[config.mk]
export PLATFORM = sky130hd
export DESIGN_NAME = exception_ctrl_flat
export DESIGN_NICKNAME = d
export VERILOG_FILES = /design/src/rtl/exception_ctrl_if.sv /design/src/rtl/exception_ctrl.sv /design/src/flat_wrapper.sv
export SDC_FILE = /design/constraint.sdc
export NUM_CORES = 1
export LEC_CHECK = 0
export BUFFER_PORTS_ARGS = -buffer_cell sky130_fd_sc_hd__buf_2
export CORE_MARGIN = 2
export CORE_UTILIZATION = 23
export CTS_BUF_LIST = sky130_fd_sc_hd__clkbuf_8
export DETAILED_ROUTE_END_ITERATION = 12
export PLACE_DENSITY = 0.47
export SLEW_MARGIN = 0
export SYNTH_ARGS = -nofsm -noshare
export SYNTH_HDL_FRONTEND = slang
export SYNTH_SLANG_ARGS = --single-unit
[constraint.sdc]
create_clock -name clk -period 10.6 [get_ports clk]
set_input_delay 1.06 -clock clk [delete_from_list [all_inputs] [get_ports clk]]
set_output_delay 1.06 -clock clk [all_outputs]
set_load 0.01 [all_outputs]
[src/rtl/exception_ctrl_if.sv]
// Pipeline/CP0/fetch-side signal bundle for the exception sequencer.
// master: the pipeline-side driver of MEM-stage info, CP0 EPC and fetch ack.
// slave : the sequencer itself.
interface exception_ctrl_if;
  // MEM-stage request side
  logic        mem_valid;
  logic [31:0] mem_pc;
  logic        mem_bd;
  logic        exc_adel_if;
  logic        exc_ri;
  logic        exc_ov;
  logic        exc_sys;
  logic        exc_bp;
  logic        exc_adel_d;
  logic        exc_ades;
  logic [31:0] mem_badvaddr;
  logic        mem_eret;
  logic [31:0] cp0_epc_i;
  // fetch handshake
  logic        pc_ack;
  logic        flush;
  logic        redirect_valid;
  logic [31:0] redirect_pc;
  // CP0 event outputs
  logic        cp0_exc_we;
  logic [31:0] cp0_epc_o;
  logic [4:0]  cp0_exccode_o;
  logic        cp0_bd_o;
  logic [31:0] cp0_badvaddr_o;
  logic        cp0_eret_o;
  logic        busy;

  modport master (
    output mem_valid, mem_pc, mem_bd, exc_adel_if, exc_ri, exc_ov, exc_sys,
           exc_bp, exc_adel_d, exc_ades, mem_badvaddr, mem_eret, cp0_epc_i,
           pc_ack,
    input  flush, redirect_valid, redirect_pc, cp0_exc_we, cp0_epc_o,
           cp0_exccode_o, cp0_bd_o, cp0_badvaddr_o, cp0_eret_o, busy
  );

  modport slave (
    input  mem_valid, mem_pc, mem_bd, exc_adel_if, exc_ri, exc_ov, exc_sys,
           exc_bp, exc_adel_d, exc_ades, mem_badvaddr, mem_eret, cp0_epc_i,
           pc_ack,
    output flush, redirect_valid, redirect_pc, cp0_exc_we, cp0_epc_o,
           cp0_exccode_o, cp0_bd_o, cp0_badvaddr_o, cp0_eret_o, busy
  );
endinterface

[src/rtl/exception_ctrl.sv]
// Exception / ERET sequencer: prioritises MEM-stage exception flags, issues a
// one-cycle CP0 commit (or ERET pulse), flushes the pipeline for FLUSH_CYCLES
// and then holds a PC redirect until fetch acknowledges it.
module exception_ctrl #(
  parameter logic [31:0] EXC_VECTOR   = 32'hBFC00380,
  parameter int          FLUSH_CYCLES = 2
) (
  input  logic             clk,
  input  logic             rst,
  exception_ctrl_if.slave  bus
);

  typedef enum logic [1:0] {
    IDLE     = 2'd0,
    FLUSH    = 2'd1,
    REDIRECT = 2'd2
  } state_e;

  localparam logic [3:0] FLUSH_INIT = 4'(FLUSH_CYCLES - 1);

  // Flag vector order, highest priority first:
  // adel_if, ri, ov, sys, bp, adel_d, ades
  function automatic logic [4:0] exc_code_f(input logic [6:0] f);
    logic [4:0] code;
    if (f[6])      code = 5'd4;
    else if (f[5]) code = 5'd10;
    else if (f[4]) code = 5'd12;
    else if (f[3]) code = 5'd8;
    else if (f[2]) code = 5'd9;
    else if (f[1]) code = 5'd4;
    else if (f[0]) code = 5'd5;
    else           code = 5'd0;
    return code;
  endfunction

  // BadVAddr follows the winning exception only.
  function automatic logic [31:0] badvaddr_f(input logic [6:0] f,
                                             input logic [31:0] pc,
                                             input logic [31:0] dva);
    logic [31:0] v;
    if (f[6])                v = pc;
    else if (f[5:2] != 4'd0) v = 32'd0;
    else if (f[1] || f[0])   v = dva;
    else                     v = 32'd0;
    return v;
  endfunction

  state_e      state_q, state_d;
  logic [3:0]  cnt_q, cnt_d;
  logic [31:0] target_q, target_d;

  logic        flush_q, flush_d;
  logic        rvalid_q, rvalid_d;
  logic [31:0] rpc_q, rpc_d;
  logic        exc_we_q, exc_we_d;
  logic [31:0] epc_q, epc_d;
  logic [4:0]  code_q, code_d;
  logic        bd_q, bd_d;
  logic [31:0] bva_q, bva_d;
  logic        eret_q, eret_d;
  logic        busy_q, busy_d;

  logic [6:0]  exc_flags_s;
  logic        exc_any_s;
  logic        accept_s;

  assign exc_flags_s = {bus.exc_adel_if, bus.exc_ri, bus.exc_ov, bus.exc_sys,
                        bus.exc_bp, bus.exc_adel_d, bus.exc_ades};
  assign exc_any_s   = |exc_flags_s;
  // Inputs only matter in IDLE; anything arriving while busy is dropped.
  assign accept_s    = (state_q == IDLE) && bus.mem_valid &&
                       (exc_any_s || bus.mem_eret);

  // State register: FSM state, flush down-counter and latched redirect target.
  always_ff @(posedge clk or posedge rst) begin
    if (rst) begin
      state_q  <= IDLE;
      cnt_q    <= 4'd0;
      target_q <= 32'd0;
    end else begin
      state_q  <= state_d;
      cnt_q    <= cnt_d;
      target_q <= target_d;
    end
  end

  // Next-state logic: accept -> FLUSH (counted) -> REDIRECT until pc_ack.
  always_comb begin
    state_d  = state_q;
    cnt_d    = cnt_q;
    target_d = target_q;
    case (state_q)
      IDLE: begin
        if (accept_s) begin
          state_d  = FLUSH;
          cnt_d    = FLUSH_INIT;
          target_d = exc_any_s ? EXC_VECTOR : bus.cp0_epc_i;
        end else begin
          state_d  = IDLE;
        end
      end
      FLUSH: begin
        if (cnt_q == 4'd0) begin
          state_d = REDIRECT;
        end else begin
          cnt_d   = cnt_q - 4'd1;
        end
      end
      REDIRECT: begin
        if (bus.pc_ack) begin
          state_d = IDLE;
        end else begin
          state_d = REDIRECT;
        end
      end
      default: begin
        state_d  = IDLE;
        cnt_d    = 4'd0;
        target_d = 32'd0;
      end
    endcase
  end

  // Output decode: next values of every registered output, aligned with state_d.
  always_comb begin
    flush_d  = (state_d == FLUSH);
    rvalid_d = (state_d == REDIRECT);
    rpc_d    = (state_d == REDIRECT) ? target_d : 32'd0;
    busy_d   = (state_d != IDLE);
    exc_we_d = accept_s && exc_any_s;
    eret_d   = accept_s && !exc_any_s;
    if (accept_s && exc_any_s) begin
      epc_d  = bus.mem_bd ? (bus.mem_pc - 32'd4) : bus.mem_pc;
      code_d = exc_code_f(exc_flags_s);
      bd_d   = bus.mem_bd;
      bva_d  = badvaddr_f(exc_flags_s, bus.mem_pc, bus.mem_badvaddr);
    end else begin
      epc_d  = epc_q;
      code_d = code_q;
      bd_d   = bd_q;
      bva_d  = bva_q;
    end
  end

  // Output registers: every output is a flop cleared by the async reset.
  always_ff @(posedge clk or posedge rst) begin
    if (rst) begin
      flush_q  <= 1'b0;
      rvalid_q <= 1'b0;
      rpc_q    <= 32'd0;
      exc_we_q <= 1'b0;
      epc_q    <= 32'd0;
      code_q   <= 5'd0;
      bd_q     <= 1'b0;
      bva_q    <= 32'd0;
      eret_q   <= 1'b0;
      busy_q   <= 1'b0;
    end else begin
      flush_q  <= flush_d;
      rvalid_q <= rvalid_d;
      rpc_q    <= rpc_d;
      exc_we_q <= exc_we_d;
      epc_q    <= epc_d;
      code_q   <= code_d;
      bd_q     <= bd_d;
      bva_q    <= bva_d;
      eret_q   <= eret_d;
      busy_q   <= busy_d;
    end
  end

  assign bus.flush          = flush_q;
  assign bus.redirect_valid = rvalid_q;
  assign bus.redirect_pc    = rpc_q;
  assign bus.cp0_exc_we     = exc_we_q;
  assign bus.cp0_epc_o      = epc_q;
  assign bus.cp0_exccode_o  = code_q;
  assign bus.cp0_bd_o       = bd_q;
  assign bus.cp0_badvaddr_o = bva_q;
  assign bus.cp0_eret_o     = eret_q;
  assign bus.busy           = busy_q;

endmodule

[src/flat_wrapper.sv]
// flat-port wrapper written by rule: the top's interface ports become plain ports
module exception_ctrl_flat 
#(
  parameter logic [31:0] EXC_VECTOR   = 32'hBFC00380,
  parameter int          FLUSH_CYCLES = 2
)
  (clk, rst, bus_mem_valid, bus_mem_pc, bus_mem_bd, bus_exc_adel_if, bus_exc_ri, bus_exc_ov, bus_exc_sys, bus_exc_bp, bus_exc_adel_d, bus_exc_ades, bus_mem_badvaddr, bus_mem_eret, bus_cp0_epc_i, bus_pc_ack, bus_flush, bus_redirect_valid, bus_redirect_pc, bus_cp0_exc_we, bus_cp0_epc_o, bus_cp0_exccode_o, bus_cp0_bd_o, bus_cp0_badvaddr_o, bus_cp0_eret_o, bus_busy);
  exception_ctrl_if bus_i ();
  input  logic clk;
  input  logic rst;
  input wire logic [$bits(bus_i.mem_valid)-1:0] bus_mem_valid;
  input wire logic [$bits(bus_i.mem_pc)-1:0] bus_mem_pc;
  input wire logic [$bits(bus_i.mem_bd)-1:0] bus_mem_bd;
  input wire logic [$bits(bus_i.exc_adel_if)-1:0] bus_exc_adel_if;
  input wire logic [$bits(bus_i.exc_ri)-1:0] bus_exc_ri;
  input wire logic [$bits(bus_i.exc_ov)-1:0] bus_exc_ov;
  input wire logic [$bits(bus_i.exc_sys)-1:0] bus_exc_sys;
  input wire logic [$bits(bus_i.exc_bp)-1:0] bus_exc_bp;
  input wire logic [$bits(bus_i.exc_adel_d)-1:0] bus_exc_adel_d;
  input wire logic [$bits(bus_i.exc_ades)-1:0] bus_exc_ades;
  input wire logic [$bits(bus_i.mem_badvaddr)-1:0] bus_mem_badvaddr;
  input wire logic [$bits(bus_i.mem_eret)-1:0] bus_mem_eret;
  input wire logic [$bits(bus_i.cp0_epc_i)-1:0] bus_cp0_epc_i;
  input wire logic [$bits(bus_i.pc_ack)-1:0] bus_pc_ack;
  output wire logic [$bits(bus_i.flush)-1:0] bus_flush;
  output wire logic [$bits(bus_i.redirect_valid)-1:0] bus_redirect_valid;
  output wire logic [$bits(bus_i.redirect_pc)-1:0] bus_redirect_pc;
  output wire logic [$bits(bus_i.cp0_exc_we)-1:0] bus_cp0_exc_we;
  output wire logic [$bits(bus_i.cp0_epc_o)-1:0] bus_cp0_epc_o;
  output wire logic [$bits(bus_i.cp0_exccode_o)-1:0] bus_cp0_exccode_o;
  output wire logic [$bits(bus_i.cp0_bd_o)-1:0] bus_cp0_bd_o;
  output wire logic [$bits(bus_i.cp0_badvaddr_o)-1:0] bus_cp0_badvaddr_o;
  output wire logic [$bits(bus_i.cp0_eret_o)-1:0] bus_cp0_eret_o;
  output wire logic [$bits(bus_i.busy)-1:0] bus_busy;
  assign bus_i.mem_valid = bus_mem_valid;
  assign bus_i.mem_pc = bus_mem_pc;
  assign bus_i.mem_bd = bus_mem_bd;
  assign bus_i.exc_adel_if = bus_exc_adel_if;
  assign bus_i.exc_ri = bus_exc_ri;
  assign bus_i.exc_ov = bus_exc_ov;
  assign bus_i.exc_sys = bus_exc_sys;
  assign bus_i.exc_bp = bus_exc_bp;
  assign bus_i.exc_adel_d = bus_exc_adel_d;
  assign bus_i.exc_ades = bus_exc_ades;
  assign bus_i.mem_badvaddr = bus_mem_badvaddr;
  assign bus_i.mem_eret = bus_mem_eret;
  assign bus_i.cp0_epc_i = bus_cp0_epc_i;
  assign bus_i.pc_ack = bus_pc_ack;
  assign bus_flush = bus_i.flush;
  assign bus_redirect_valid = bus_i.redirect_valid;
  assign bus_redirect_pc = bus_i.redirect_pc;
  assign bus_cp0_exc_we = bus_i.cp0_exc_we;
  assign bus_cp0_epc_o = bus_i.cp0_epc_o;
  assign bus_cp0_exccode_o = bus_i.cp0_exccode_o;
  assign bus_cp0_bd_o = bus_i.cp0_bd_o;
  assign bus_cp0_badvaddr_o = bus_i.cp0_badvaddr_o;
  assign bus_cp0_eret_o = bus_i.cp0_eret_o;
  assign bus_busy = bus_i.busy;
  exception_ctrl #(.EXC_VECTOR(EXC_VECTOR), .FLUSH_CYCLES(FLUSH_CYCLES)) u_core (.clk(clk), .rst(rst), .bus(bus_i));
endmodule
==> implementation parameters <==
Parameter                              Value

Status
  Status    completed

Power
  Clock group share of total power    23.2%
  Total power    2.18 mW
  Power per Cell Area    264 nW/um^2
  Internal power    1.30 mW
  Switching fraction of total power    40.4%
  Part of the total power dissipated in combinational logic    38.2%
  Sequential fraction of design power    38.6%
  Peak ir drop on the vdd network    0.102 mV
  Leakage power summed over all cells    3.87 nW
  Net switching power figure    0.880 mW

Timing
  Max Clock Freq    0.259 GHz
  Final worst-path cycle share    36.4%
  Sum of negative setup slack    0 ns
  Max-slew headroom at the worst pin    35.7%
  Number of max-slew violations in the final report    0
  Hold_ws    0.480 ns
  Post-route clock skew    0.0138 ns
  Worst slew pin tran    0.964 ns
  RSZ-0062 raised after global routing    false
  Crit path time final    3.86 ns
  Final hold vios    0
  Finish-stage setup viols    0

Synth
  Register bit total from synthesis    144
  Count of synthesis-stage warnings from yosys    0
  Proportion of synthesized area in mux cells    0.157%
  Share of flip-flops with an asynchronous set or reset    100%
  Compound-Gate Fraction of Synth Area    16.6%
  Post-Synth XOR/XNOR Area    3.57%
  Post-synthesis average cell area    9.69 sq um
  Post-synthesis share of cell area spent on full adders, half adders and majority gates    1.37%
  Number of instances in the synthesized netlist    658
  Most used flip-flop cell after synthesis    dfrtp_1
  Netlist area before placement    6380 sq um
  Sequential-to-total area share from yosys stat    56.5%
  Net count after synthesis    774
  Largest family of logic cells by synthesized area    simple AND/OR/NAND/NOR gates
  Count of distinct cell types in the synthesized netlist    50
  Simple-gate share of the synthesized area    18.2%
  Count of flip-flops with a built-in enable after synthesis    0

Floorplanning
  Number of primary I/O pins    216
  Chip Height    171 microns
  Rows    60
  Floorplan die width    171 microns
  Overall die area    29100 sq um
  Initial Util    23.5%
  Std-Cell Core Area    27100 sq um

Final layout
  Share of layout cells above drive strength 1    30.4%
  Final #Nets    968
  Final design instance area without fill    8250 sq um
  Final-layout fill cell count    2922
  Most frequent cells in the layout    buf_2, dfrtp_1, nor2_1
  Layout Area Growth over Synthesis    29.3%
  Final core utilization    30.4%
  Most common cell after layout, fill and taps aside    buf_2

Detailed routing
  Remaining number of nets flagged by the antenna check after routing    0
  Routed wire length    20400 microns
  # DRC    0
  Routed via count    5570
  Violation count after the first detailed-routing iteration    296
  Total iterations of the first detailed-routing run    4
  Routed wirelength normalized by instance count    16.5 microns
  Via-to-Cell Ratio    4.50

Setup path
  Critical path endpoint category    register
  Category of the critical setup timing path    in -> reg
  WP data required    10.91 ns
  Worst R2R Path Depth    7
  Setup slack on the worst flop-to-flop path    7.22 ns
  Source of the worst register-to-register timing path    u_core.state_q[0]
  R2r endpoint    u_core.bus.redirect_pc[9]
  Arrival time of data at the critical path endpoint    4.17 ns
  Startpoint Class    input pin
  Maximum fanout count along the critical path    37

Hold path
  Hold path cells    2
  Startpoint of the most critical hold path    u_core.bus.cp0_exccode_o[1]
  Worst Hold End    u_core.bus.cp0_exccode_o[1]
  Hold WC Path Type    reg -> reg

Clock network
  Clock tree from TritonCTS    done
  Clock net sink count    144
  Number of buffers created by CTS    17
  Number of buffers inserted by post-CTS setup repair    0
  Clock latency on the worst-skew pair    0.45 ns
  Clock transition at path regs    0.09 ns
  Clock root buffer    clkbuf_8
  Largest buffer count on any clock path    2
  H-tree depth    4
  PostCTS Resize Cnt    0
  Cts hold-fix bufs    0

Global route
  Gr usage total    14.3%
  Overall overflow remaining after global route    0
  Number of antenna violations at the first check in global routing    1
  Number of global-route vias before repair    5541
  Largest net degree at the start of global routing    75
  Wire length of the first global-routing pass    32000 microns

Place
  Final weighted congestion in routability-driven placement    0.740
  Placed cell areas    7800 sq um
  Number of buffers inserted by port buffering    214
  Post-DP HPWL    14000 microns

Flow run
  # Max-Cap Violations    0
[registers in the layout, indices dropped and copies added (netlist names)]
signal	flops
u_core.bus.cp0_badvaddr_o	32
u_core.bus.cp0_epc_o	32
u_core.bus.redirect_pc	32
u_core.target_q	32
u_core.bus.cp0_exccode_o	4
u_core.cnt_q	4
u_core.state_q	2
u_core.bus.busy	1
u_core.bus.cp0_bd_o	1
u_core.bus.cp0_eret_o	1
u_core.bus.cp0_exc_we	1
u_core.bus.flush	1
u_core.bus.redirect_valid	1
[power by group through the flow]
stage                     clock (mW)  combinational [mW]  sequential (mW)
after floorplan                    0               0.449            0.912
after global placement             0               0.850            0.852
after detailed placement           0               0.856            0.850
after CTS                      0.527               0.855            0.843
after global routing           0.549               0.949            0.866
final                          0.505               0.832            0.841
[worst max-delay path by stage]
stage	startpoint	to	slack (ns)
2_1_floorplan	rst	u_core.bus.busy	5.67
3_3_place_gp	bus_exc_adel_if	u_core.bus.redirect_pc[25]	6.25
3_5_place_dp	bus_exc_adel_if	u_core.bus.redirect_pc[24]	6.17
4_1_cts	bus_exc_adel_if	u_core.bus.redirect_pc[24]	6.69
5_1_grt	bus_exc_adel_if	u_core.bus.redirect_pc[22]	6.43
6_report	bus_exc_adel_if	u_core.bus.redirect_pc[24]	6.74
[Yosys cell counts (3+ instances only)]
cell type | n | share of area [%]
a21oi_1 | 40 | 3.1
a221oi_1 | 33 | 4.5
a22oi_1 | 20 | 2.4
a31oi_1 | 5 | 0.49
buf_1 | 8 | 0.47
buf_2 | 4 | 0.31
clkbuf_1 | 31 | 1.8
dfrtp_1 | 144 | 56
ha_1 | 7 | 1.4
inv_1 | 11 | 0.65
inv_2 | 3 | 0.18
nand2_1 | 66 | 3.9
nand2b_1 | 4 | 0.39
nand3_1 | 4 | 0.31
nand4_1 | 3 | 0.29
nor2_1 | 131 | 7.7
nor3_1 | 13 | 1.0
nor4_1 | 13 | 1.3
o211ai_1 | 12 | 1.4
o21ai_0 | 4 | 0.31
o21ai_1 | 40 | 3.1
xnor2_1 | 23 | 3.2
xor2_1 | 3 | 0.41
[per-layer routing]
layer | global-route usage, % | share of wire [%] | vias up
met5 | 0 | 0.079 | -
met4 | 3.27 | 0.78 | 2
met3 | 5.34 | 7.8 | 13
met2 | 22.5 | 46 | 171
met1 | 18.8 | 45 | 2689
li1 | - | - | 2695
[per-stage QoR]
step                      cells  setup WS [ns]
after floorplan             658           5.67
after global placement     1205           6.25
after detailed placement   1205           6.17
after CTS                  1237           6.69
after global routing       1237           6.43
final                      1238           6.74
[final cells by class]
type	count	area (sq um)	share of cell area, %
Antenna cell	1	2.50	0.0303
Clock buffer	17	234	2.84
Clock inverter	15	211	2.56
Inverter	14	57.6	0.698
Multi-Input combinational cell	456	2560	31.1
Sequential cell	144	3600	43.7
Tap cell	372	465	5.64
Timing Repair Buffer	219	1110	13.4
[critical path, stage by stage]
cell and delay, ns:
buf_2 0.37, nor3_1 0.47, and2_1 0.52, nand3_1 0.50, inv_2 0.52, nand2b_1 0.40, o21ai_1 0.25, nor2_1 0.06
[kinds of logic after synthesis]
group                      after synthesis
buffers and inverters                   58
muxes                                    1
other                                    1
xor gates and xnor gates                26
DFF                                    144
adders and majority gates                7
AOI/OAI and AO/OA                      163
and+or+nand+nor                        258
Power figures use the tool's default switching activity.
